--- src/rtl/board_pkg.sv ---
// Shared board geometry, cell encoding and drop-sequencer state type for the Connect-4 datapath.
// cell_addr() is the single definition of the row-major board address map.
package board_pkg;

  localparam int ROWS   = 6;
  localparam int COLS   = 7;
  localparam int CELL_W = 2;
  localparam int NCELLS = ROWS * COLS;
  localparam int ADDR_W = $clog2(NCELLS);
  localparam int ROW_W  = $clog2(ROWS);
  localparam int COL_W  = $clog2(COLS);

  typedef enum logic [CELL_W-1:0] {
    CELL_EMPTY = 2'd0,
    CELL_P1    = 2'd1,
    CELL_P2    = 2'd2
  } cell_t;

  typedef enum logic [2:0] {
    ST_IDLE,
    ST_RD_REQ,
    ST_EVAL,
    ST_WRITE,
    ST_DONE,
    ST_REJECT,
    ST_CLEAR
  } drop_state_t;

  // Row 0 is the bottom row; the largest result is ROWS*COLS-1, which fits in ADDR_W bits.
  function automatic logic [ADDR_W-1:0] cell_addr(input logic [ROW_W-1:0] row,
                                                   input logic [COL_W-1:0] col);
    return ADDR_W'(row) * ADDR_W'(COLS) + ADDR_W'(col);
  endfunction

endpackage

--- src/rtl/board_drop_sequencer_if.sv ---
// Controller and board-RAM signals of the drop sequencer.
// The sequencer takes the slave view; the surrounding controller/RAM side takes the master view.
interface board_drop_sequencer_if;
  import board_pkg::*;

  logic                    start_drop;
  logic [COL_W-1:0]        drop_col;
  logic [CELL_W-1:0]       drop_player;
  logic                    start_clear;
  logic                    busy;
  logic                    done;
  logic                    col_full;
  logic                    error;
  logic [ROW_W-1:0]        placed_row;
  logic [COL_W-1:0]        placed_col;
  logic [ADDR_W-1:0]       mem_addr;
  logic                    mem_rd_en;
  logic [CELL_W-1:0]       mem_rd_data;
  logic                    mem_wr_en;
  logic [CELL_W-1:0]       mem_wr_data;

  modport slave (
    input  start_drop, drop_col, drop_player, start_clear, mem_rd_data,
    output busy, done, col_full, error, placed_row, placed_col,
           mem_addr, mem_rd_en, mem_wr_en, mem_wr_data
  );

  modport master (
    output start_drop, drop_col, drop_player, start_clear, mem_rd_data,
    input  busy, done, col_full, error, placed_row, placed_col,
           mem_addr, mem_rd_en, mem_wr_en, mem_wr_data
  );

endinterface

--- src/rtl/board_drop_sequencer.sv ---
// Drop/clear sequencer for the single-port Connect-4 board RAM: bottom-up column scan,
// single write into the lowest empty cell, and a full-board clear sweep.
module board_drop_sequencer
  import board_pkg::*;
(
  input  logic                   clk,
  input  logic                   rst,
  board_drop_sequencer_if.slave  bus
);

  drop_state_t         r_state;
  logic [ROW_W-1:0]    r_row;
  logic [COL_W-1:0]    r_col;
  logic [CELL_W-1:0]   r_player;
  logic                r_done;
  logic                r_col_full;
  logic                r_error;
  logic [ROW_W-1:0]    r_placed_row;
  logic [COL_W-1:0]    r_placed_col;
  logic [ADDR_W-1:0]   r_mem_addr;
  logic                r_mem_rd_en;
  logic                r_mem_wr_en;
  logic [CELL_W-1:0]   r_mem_wr_data;

  logic w_drop_ok;
  logic w_last_row;
  logic w_last_addr;

  assign w_drop_ok   = (bus.drop_col < COL_W'(COLS)) &&
                       ((bus.drop_player == CELL_P1) || (bus.drop_player == CELL_P2));
  assign w_last_row  = (r_row == ROW_W'(ROWS - 1));
  assign w_last_addr = (r_mem_addr == ADDR_W'(NCELLS - 1));

  // NOTE: state and outputs are flops updated with <= only; the async reset clears every one of them.
  always_ff @(posedge clk or negedge rst) begin
    if (!rst) begin
      r_state       <= ST_IDLE;
      r_row         <= '0;
      r_col         <= '0;
      r_player      <= '0;
      r_done        <= 1'b0;
      r_col_full    <= 1'b0;
      r_error       <= 1'b0;
      r_placed_row  <= '0;
      r_placed_col  <= '0;
      r_mem_addr    <= '0;
      r_mem_rd_en   <= 1'b0;
      r_mem_wr_en   <= 1'b0;
      r_mem_wr_data <= '0;
    end else begin
      // NOTE: strobes default low every cycle, so each branch only raises the ones it needs.
      r_done      <= 1'b0;
      r_col_full  <= 1'b0;
      r_error     <= 1'b0;
      r_mem_rd_en <= 1'b0;
      r_mem_wr_en <= 1'b0;

      if (bus.start_clear) begin
        // Clear wins from any state and always restarts the sweep at address 0.
        r_state       <= ST_CLEAR;
        r_row         <= '0;
        r_col         <= '0;
        r_mem_addr    <= '0;
        r_mem_wr_en   <= 1'b1;
        r_mem_wr_data <= CELL_EMPTY;
      end else begin
        case (r_state)
          ST_IDLE: begin
            if (bus.start_drop) begin
              r_col    <= bus.drop_col;
              r_player <= bus.drop_player;
              r_row    <= '0;
              if (w_drop_ok) begin
                r_state     <= ST_RD_REQ;
                r_mem_rd_en <= 1'b1;
                r_mem_addr  <= cell_addr(ROW_W'(0), bus.drop_col);
              end else begin
                r_state <= ST_REJECT;
                r_done  <= 1'b1;
                r_error <= 1'b1;
              end
            end
          end

          ST_RD_REQ: r_state <= ST_EVAL;

          ST_EVAL: begin
            if (bus.mem_rd_data == CELL_EMPTY) begin
              r_state       <= ST_WRITE;
              r_mem_wr_en   <= 1'b1;
              r_mem_wr_data <= r_player;
            end else if (w_last_row) begin
              r_state    <= ST_REJECT;
              r_done     <= 1'b1;
              r_col_full <= 1'b1;
            end else begin
              r_state     <= ST_RD_REQ;
              r_row       <= r_row + 1'b1;
              r_mem_rd_en <= 1'b1;
              r_mem_addr  <= cell_addr(r_row + 1'b1, r_col);
            end
          end

          ST_WRITE: begin
            r_state      <= ST_DONE;
            r_done       <= 1'b1;
            r_placed_row <= r_row;
            r_placed_col <= r_col;
          end

          ST_DONE, ST_REJECT: r_state <= ST_IDLE;

          ST_CLEAR: begin
            if (w_last_addr) begin
              r_state <= ST_DONE;
              r_done  <= 1'b1;
            end else begin
              r_mem_addr  <= r_mem_addr + 1'b1;
              r_mem_wr_en <= 1'b1;
            end
          end

          default: r_state <= ST_IDLE;
        endcase
      end
    end
  end

  assign bus.busy        = (r_state != ST_IDLE);
  assign bus.done        = r_done;
  assign bus.col_full    = r_col_full;
  assign bus.error       = r_error;
  assign bus.placed_row  = r_placed_row;
  assign bus.placed_col  = r_placed_col;
  assign bus.mem_addr    = r_mem_addr;
  assign bus.mem_rd_en   = r_mem_rd_en;
  assign bus.mem_wr_en   = r_mem_wr_en;
  assign bus.mem_wr_data = r_mem_wr_data;

endmodule

--- src/flat_wrapper.sv ---
// flat-port wrapper written by rule: the top's interface ports become plain ports
module board_drop_sequencer_flat import board_pkg::*;
  (clk, rst, bus_start_drop, bus_drop_col, bus_drop_player, bus_start_clear, bus_mem_rd_data, bus_busy, bus_done, bus_col_full, bus_error, bus_placed_row, bus_placed_col, bus_mem_addr, bus_mem_rd_en, bus_mem_wr_en, bus_mem_wr_data);
  board_drop_sequencer_if bus_i ();
  input  logic clk;
  input  logic rst;
  input wire logic [$bits(bus_i.start_drop)-1:0] bus_start_drop;
  input wire logic [$bits(bus_i.drop_col)-1:0] bus_drop_col;
  input wire logic [$bits(bus_i.drop_player)-1:0] bus_drop_player;
  input wire logic [$bits(bus_i.start_clear)-1:0] bus_start_clear;
  input wire logic [$bits(bus_i.mem_rd_data)-1:0] bus_mem_rd_data;
  output wire logic [$bits(bus_i.busy)-1:0] bus_busy;
  output wire logic [$bits(bus_i.done)-1:0] bus_done;
  output wire logic [$bits(bus_i.col_full)-1:0] bus_col_full;
  output wire logic [$bits(bus_i.error)-1:0] bus_error;
  output wire logic [$bits(bus_i.placed_row)-1:0] bus_placed_row;
  output wire logic [$bits(bus_i.placed_col)-1:0] bus_placed_col;
  output wire logic [$bits(bus_i.mem_addr)-1:0] bus_mem_addr;
  output wire logic [$bits(bus_i.mem_rd_en)-1:0] bus_mem_rd_en;
  output wire logic [$bits(bus_i.mem_wr_en)-1:0] bus_mem_wr_en;
  output wire logic [$bits(bus_i.mem_wr_data)-1:0] bus_mem_wr_data;
  assign bus_i.start_drop = bus_start_drop;
  assign bus_i.drop_col = bus_drop_col;
  assign bus_i.drop_player = bus_drop_player;
  assign bus_i.start_clear = bus_start_clear;
  assign bus_i.mem_rd_data = bus_mem_rd_data;
  assign bus_busy = bus_i.busy;
  assign bus_done = bus_i.done;
  assign bus_col_full = bus_i.col_full;
  assign bus_error = bus_i.error;
  assign bus_placed_row = bus_i.placed_row;
  assign bus_placed_col = bus_i.placed_col;
  assign bus_mem_addr = bus_i.mem_addr;
  assign bus_mem_rd_en = bus_i.mem_rd_en;
  assign bus_mem_wr_en = bus_i.mem_wr_en;
  assign bus_mem_wr_data = bus_i.mem_wr_data;
  board_drop_sequencer u_core (.clk(clk), .rst(rst), .bus(bus_i));
endmodule
--- config.mk ---
export PLATFORM = sky130hd
export DESIGN_NAME = board_drop_sequencer_flat
export DESIGN_NICKNAME = d
export VERILOG_FILES = /design/src/rtl/board_pkg.sv /design/src/rtl/board_drop_sequencer_if.sv /design/src/rtl/board_drop_sequencer.sv /design/src/flat_wrapper.sv
export SDC_FILE = /design/constraint.sdc
export NUM_CORES = 1
export LEC_CHECK = 0
export ABC_AREA = 1
export BUFFER_PORTS_ARGS = -buffer_cell sky130_fd_sc_hd__buf_2
export CAP_MARGIN = 10
export CORE_MARGIN = 4
export CORE_UTILIZATION = 40
export CTS_BUF_LIST = sky130_fd_sc_hd__clkbuf_4 sky130_fd_sc_hd__clkbuf_8 sky130_fd_sc_hd__clkbuf_16
export DETAILED_ROUTE_END_ITERATION = 6
export HOLD_SLACK_MARGIN = 0.05
export PLACE_DENSITY = 0.67
export SETUP_SLACK_MARGIN = 0.2
export SKIP_LAST_GASP = 1
export SYNTH_ARGS = -nofsm -noshare
export SYNTH_HDL_FRONTEND = slang
export SYNTH_SLANG_ARGS = --single-unit
--- constraint.sdc ---
create_clock -name clk -period 3.4 [get_ports clk]
set_clock_uncertainty 0.2 [all_clocks]
set_input_delay 0.85 -clock clk [delete_from_list [all_inputs] [get_ports clk]]
set_output_delay 0.85 -clock clk [all_outputs]
set_load 0.005 [all_outputs]
==> results of run 1 <==
==> critical path, cell delays in order (launching register included) <==
cell and delay (ns):
dfrtp_2 0.46, inv_2 0.13, ha_4 0.23, xor2_2 0.18, xnor2_1 0.14, inv_1 0.07, fa_1 0.48, fa_1 0.45
nand2_1 0.09, nand2_1 0.05, nand2_1 0.07, nand3_1 0.07, nand3_1 0.08, nand2_1 0.05, nand2_1 0.06, nand2_1 0.05
==> flip-flops by register name (all words and copies together), names as in the netlist <==
register                count
u_core.bus.done             1
u_core.bus.col_full         1
u_core.bus.mem_rd_en        1
u_core.r_row                3
u_core.bus.mem_addr         6
u_core.r_col                3
u_core.bus.mem_wr_data      2
u_core.bus.mem_wr_en        1
u_core.bus.error            1
u_core.r_state              3
u_core.bus.placed_col       3
u_core.r_player             2
u_core.bus.placed_row       3
==> synth_stat cells <==
master    number  area share [%]
nand3_4        1            0.95
ha_1          12             8.1
dfrtp_1       30              41
nand3_2        1            0.54
nand2_1       55              11
nor2_4         4             2.4
o221ai_1       1            0.47
xor2_1         3             1.4
nor2_2         2            0.68
nand4_1        6             2.0
o21ai_0       18             4.9
o21ai_1       10             2.7
nand2_2        5             1.7
clkbuf_1       1            0.20
nor4_1         1            0.34
o21bai_1       1            0.41
xnor2_1        1            0.47
a41oi_1        1            0.47
inv_2          4            0.81
buf_4          2            0.81
nand4_2        1            0.68
nor2_1        14             2.8
fa_1           2             2.2
nand2_4        2             1.2
o22ai_1        4             1.4
inv_1         26             5.3
a21oi_1        4             1.1
nand3_1       16             4.3
==> power groups by stage <==
stage | registers [mW] | clock network [mW] | logic (mW)
floorplan | 0.505 | 0 | 0.425
CTS | 0.511 | 0.361 | 0.588
finish | 0.514 | 0.352 | 0.595
global placement | 0.516 | 0 | 0.577
detailed placement | 0.517 | 0 | 0.582
global route | 0.526 | 0.377 | 0.695
==> layout make-up <==
class,count,area share [%]
clock buffers,5,3.14
clock inverters,3,1.83
inverters,30,5.13
multi-input cells,165,45.1
flip-flops and latches,30,34.3
well taps,52,2.97
repair buffers,32,7.53
==> layout by cell type, fill, tap and decap left out, types with 5 or more instances in the layout <==
master	count
nand2_1	55
inv_2	5
nand3_1	16
clkbuf_8	5
o21ai_1	10
o21ai_0	18
ha_1	11
nand2_2	5
dfrtp_1	29
buf_2	30
nand4_1	6
nor2_1	14
inv_1	25
==> logic make-up after synthesis <==
| family | share of synthesized area [%] |
|---|---|
| AO/OA/AOI/OAI | 11.4 |
| XOR/XNOR | 1.89 |
| adder cells (fa/ha/maj) | 10.3 |
| buffers and inverters | 7.09 |
| flip-flops | 40.5 |
| AND/OR/NAND/NOR | 28.9 |
==> per-stage QoR <==
| step | instances | power [mW] | util [%] | hold WS (ns) | cell area [µm²] |
|---|---|---|---|---|---|
| 6_report | 317 | 1.46 | 49.7 | 0.291 | 2190 |
| 5_1_grt | 317 | 1.60 | 49.7 | 0.330 | 2190 |
| 4_1_cts | 317 | 1.46 | 49.2 | 0.300 | 2170 |
| 3_5_place_dp | 309 | 1.10 | 46.7 | 0.278 | 2060 |
| 3_3_place_gp | 309 | 1.09 | 46.7 | 0.271 | 2060 |
| 2_1_floorplan | 228 | 0.930 | - | 0.253 | 1850 |
==> path summary, 6_finish.rpt <==
path	end	startpoint	cells past startpoint	slack, ns
max in group asynchronous	u_core.r_row[0]	rst	1	2.13
setup / recovery	u_core.bus.mem_addr[5]	u_core.r_row[0]	15	0.44
setup reg to reg	u_core.bus.mem_addr[5]	u_core.r_row[0]	15	0.44
min in group asynchronous	u_core.bus.mem_addr[4]	rst	1	0.40
hold reg to reg	u_core.bus.placed_col[1]	u_core.bus.placed_col[1]	2	0.29
hold / removal	u_core.bus.placed_col[1]	u_core.bus.placed_col[1]	2	0.29
==> routing by layer <==
| layer | global-route usage (%) | share of wire, % | up-vias |
|---|---|---|---|
| met3 | 4.85 | 5.5 | 4 |
| met2 | 22.4 | 43 | 31 |
| met5 | 0 | 0 | - |
| met1 | 20.9 | 50 | 732 |
| met4 | 4.63 | 0.99 | 0 |
| li1 | - | - | 820 |
==> flow_metrics.py, run 1 <==
metrics = {
    "final_layout": {
        "multi_input_comb_area_um2": 990,
        "area_growth_pct": 18.4,
        "fillers": 430,
        "drive_above_1_share_pct": 24.2,
        "antenna_cells": 0,
        "final_nets": 289,
        "final-seq-area_um2": 752,
    },
    "logic_synthesis": {
        "synth_warnings": 0,
        "synth_seq_cells": 30,
        "syn_inst": 228,
        "synth.yosys.seq_area_share_pct": 40.5,
        "avgSynthCellArea_um2": 8.12,
        "ys_types": 28,
        "syn_nets": 253,
        "syn_area_mm2": 0.00185,
    },
    "global_routing": {
        "grt_overflow": 0,
        "grt_pass1_wl_mm": 7.22,
        "track_usage_pct": 15.1,
        "grt_max_degree": 31,
        "antenna_found_initial": 0,
        "grt_pass1_vias": 1595,
    },
    "drt": {
        "vias_per_cell": 5.01,
        "drtAntennaViolNets": 0,
        "dr.pass1.iters": 4,
        "vias": 1587,
        "drc_errors": 0,
        "wire_per_inst_um": 12.8,
        "drtIter0Drc": 83,
        "wl_mm": 4.06,
    },
    "floorplanning": {
        "boundaryPins": 31,
        "die_width_um": 76.0,
        "rows": 24,
        "fp.dieH_um": 76.0,
        "core_mm2": 0.00441,
        "start_util_pct": 42.0,
        "die-area_mm2": 0.00578,
    },
    "power": {
        "p_switching_mw": 0.590,
        "p_comb_share_pct": 40.7,
        "powerDensity_mw_per_mm2": 666,
        "total_leakage_power_nw": 1.13,
        "max-vdd-ir-drop_uv": 371,
        "pwr-share-seq_pct": 35.2,
        "p_int_mw": 0.871,
        "swShare_pct": 40.4,
        "power_frac_clock_pct": 24.1,
    },
    "placed_design": {
        "pre_cts_ws_ns": 0.274,
        "portBuffers": 30,
        "dp_hpwl_mm": 3.20,
        "gp_congestion": 0.858,
    },
    "worst_setup_path": {
        "worst-setup-path-type": "reg2reg",
        "cp-end-kind": "flop",
        "path_max_fanout": 6,
        "worstPathArrival_ns": 2.93,
        "required_ns": 3.38,
        "critPathLaunchType": "flop",
    },
    "cts": {
        "cts_buffers": 5,
        "post-cts-setup-buffer-count": 0,
        "holdBufCountCts": 0,
        "cts.sinks": 30,
        "clkLatencyLatePin_ns": 0.28,
        "cts_resized": 0,
        "cts_root_buf": "clkbuf_8",
        "clk_pin_slew_ns": 0.07,
        "cts_tree": "built",
        "cts_max_level": 2,
        "cts_max_path_buffers": 2,
    },
    "sta": {
        "max_slew_margin_pct": 55.2,
        "slew_viol_final": 0,
        "setup_viol": 0,
        "fin_crit_ns": 2.96,
        "rsz0062_at_grt": "no",
        "setup_tns_ns": 0,
        "finalWorstSetupSlack_ns": 0.443,
        "finalHoldViolations": 0,
        "worstMarginPinSlew_ns": 0.672,
        "clock.fmax_mhz": 338,
        "finalCritPeriodShare_pct": 87.0,
    },
    "hold_path": {
        "min_path_type": "reg2reg",
    },
    "job": {
        "drv_cap": 0,
    },
    "run_status": {
        "status": "completed",
    },
}
Power figures use the tool's default switching activity.
==> run 2, diff against run 1 <==
--- a/config.mk
+++ b/config.mk
@@ -6,7 +6,7 @@
 export NUM_CORES = 1
 export LEC_CHECK = 0
 export ABC_AREA = 1
-export BUFFER_PORTS_ARGS = -buffer_cell sky130_fd_sc_hd__buf_2
+export BUFFER_PORTS_ARGS = -buffer_cell sky130_fd_sc_hd__buf_4
 export CAP_MARGIN = 10
 export CORE_MARGIN = 4
 export CORE_UTILIZATION = 40
==> run 2 against run 1 <==
Compared with the run above:
- non-clock buffer count grew 2
- count of clock-buffer cells in the layout is the same
- utilization grew 2.3 points
- worst setup slack gained 0.0040 ns
- global-route usage is essentially flat
- flip-flop and latch count is the same
- clock power is essentially flat
- maximum frequency grew 0.13%
- routed wire length grew 3.6%
- hold slack lost 0.0092 ns
- critical endpoint unchanged
- largest power group unchanged
==> flow_metrics.py, run 2 (same netlist as run 1, synthesis figures left out) <==
metrics = {
    "final_layout": {
        "area_growth_pct": 23.9,
        "largest_reg_flops": 6,
        "fin_util_pct": 52.0,
        "antenna_cells": 0,
        "fillers": 417,
        "final_cell_mix": "nand2_1 (55), buf_4 (34), dfrtp_1 (28), inv_1 (25), o21ai_0 (18)",
        "drive_above_1_share_pct": 25.8,
        "layout_commonest_cell": "nand2_1",
        "final_nets": 291,
        "final_area_mm2": 0.00229,
    },
    "cts": {
        "cts_buffers": 5,
        "cts_max_level": 2,
        "cts.sinks": 30,
        "cts_max_path_buffers": 2,
        "holdBufCountCts": 0,
        "cts_root_buf": "clkbuf_8",
        "cts_tree": "built",
        "clk_pin_slew_ns": 0.07,
        "clkLatencyLatePin_ns": 0.29,
    },
    "sta": {
        "worstMarginPinSlew_ns": 0.455,
        "setup_viol": 0,
        "finalHoldViolations": 0,
        "max_slew_margin_pct": 69.6,
        "rsz0062_at_grt": "no",
        "clock.fmax_mhz": 339,
        "fin_crit_ns": 2.95,
        "finalWorstSetupSlack_ns": 0.447,
        "setup_tns_ns": 0,
        "slew_viol_final": 0,
        "finalCritPeriodShare_pct": 86.8,
    },
    "global_routing": {
        "track_usage_pct": 15.1,
        "grt_overflow": 0,
        "grt_max_degree": 31,
        "grt_pass1_wl_mm": 7.16,
        "grt_pass1_vias": 1560,
        "antenna_found_initial": 0,
    },
    "drt": {
        "wire_per_inst_um": 13.2,
        "vias": 1629,
        "drc_errors": 0,
        "wl_mm": 4.20,
        "drtAntennaViolNets": 0,
        "dr.pass1.iters": 4,
        "vias_per_cell": 5.11,
        "drtIter0Drc": 66,
    },
    "placed_design": {
        "pre_cts_ws_ns": 0.210,
        "placed_area_mm2": 0.00214,
        "dp_hpwl_mm": 3.17,
        "gp_congestion": 0.851,
        "portBuffers": 30,
    },
    "power": {
        "total_leakage_power_nw": 1.15,
        "max-vdd-ir-drop_uv": 306,
        "powerDensity_mw_per_mm2": 659,
    },
    "worst_setup_path": {
        "critPathSlowestCell": "dfrtp_2",
        "critPathLaunchType": "flop",
        "crit_path_cell_trace": "buf_4, ha_1, xor2_2, xnor2_1, inv_1, fa_2, fa_1, nand2_1, nand2_1, nand2_1, nand3_1, nand3_1, nand2_1, nand2_1, nand2_1",
        "worst-setup-path-type": "reg2reg",
        "crit_top_cell": "nand2_1",
        "required_ns": 3.38,
        "max_stage_delay_ns": 0.45,
        "r2r_slack_ns": 0.45,
        "worstPathArrival_ns": 2.93,
        "cp-end-kind": "flop",
        "path_max_fanout": 4,
    },
    "run_status": {
        "status": "completed",
    },
    "floorplanning": {
        "fp.dieH_um": 76.0,
        "start_util_pct": 42.0,
        "boundaryPins": 31,
        "die-area_mm2": 0.00578,
        "die_width_um": 76.0,
        "core_mm2": 0.00441,
        "rows": 24,
    },
    "hold_path": {
        "min_path_type": "in2async",
    },
    "job": {
        "drv_cap": 0,
    },
}
==> run 2: cell count changes in the layout (fill, tap and decap cells not counted) <==
cell	before	now
dfrtp_1	29	28
xor2_1	2	1
buf_2	30	0
dfrtp_2	1	2
xor2_2	1	2
buf_4	2	34
fa_1	2	1
fa_2	0	1
==> run 2: final cells by class <==
type	instances	area, µm²	area share, %
multi-input cells	165	1000	43.6
clock inverters	3	40.0	1.74
flip-flops and latches	30	753	32.8
well taps	52	65.1	2.84
clock buffers	5	68.8	3.00
repair buffers	34	255	11.1
inverters	30	113	4.91
==> run 2: final timing paths <==
check                           depth (start not counted)                     end                from
worst max-delay path                                   15  u_core.bus.mem_addr[5]     u_core.r_row[0]
worst min-delay path                                    1         u_core.r_row[1]                 rst
worst max register to register                         15  u_core.bus.mem_addr[5]     u_core.r_row[0]
worst min register to register                          2      u_core.r_player[0]  u_core.r_player[0]
max in group asynchronous                               1         u_core.r_row[0]                 rst
min in group clk                                        2      u_core.r_player[0]  u_core.r_player[0]
==> run 2: worst max-delay path, delay by kind of cell (launching register included) <==
family                   cells  cell delay (ns)
flip-flops                   1             0.45
XOR/XNOR                     2             0.34
adder cells (fa/ha/maj)      3             1.11
AND/OR/NAND/NOR              8             0.53
buffers and inverters        2             0.22
==> run 2: what timing repair did <==
item,4_1_cts,5_1_grt
endpoints found under the setup margin,1,2
buffers inserted,0,2
pin swaps,0,1
resized for setup,1,6
==> run 2: metal layers <==
layer  vias to the layer above  global-route usage, %  part of all wire, %
met1                       760                   20.8                   49
li1                        827                      -                    -
met2                        34                   22.5                   44
met5                         -                      0                    0
met3                         8                   4.49                  5.1
met4                         0                   5.34                  1.5
==> run 2: metrics by stage <==
stage	total power [mW]	cells	hold slack [ns]
after floorplan	0.930	228	0.253
final	1.51	319	0.282
after global placement	1.12	309	0.271
after global routing	1.63	319	0.313
after CTS	1.49	317	0.292
after detailed placement	1.12	309	0.275
==> run 2: report_power, final <==
part / internal [mW] / switching [mW] / leakage, nW
Clock: 0.215 / 0.140 / 0.0579
Sequential: 0.429 / 0.0888 / 0.398
Combinational: 0.265 / 0.374 / 0.697
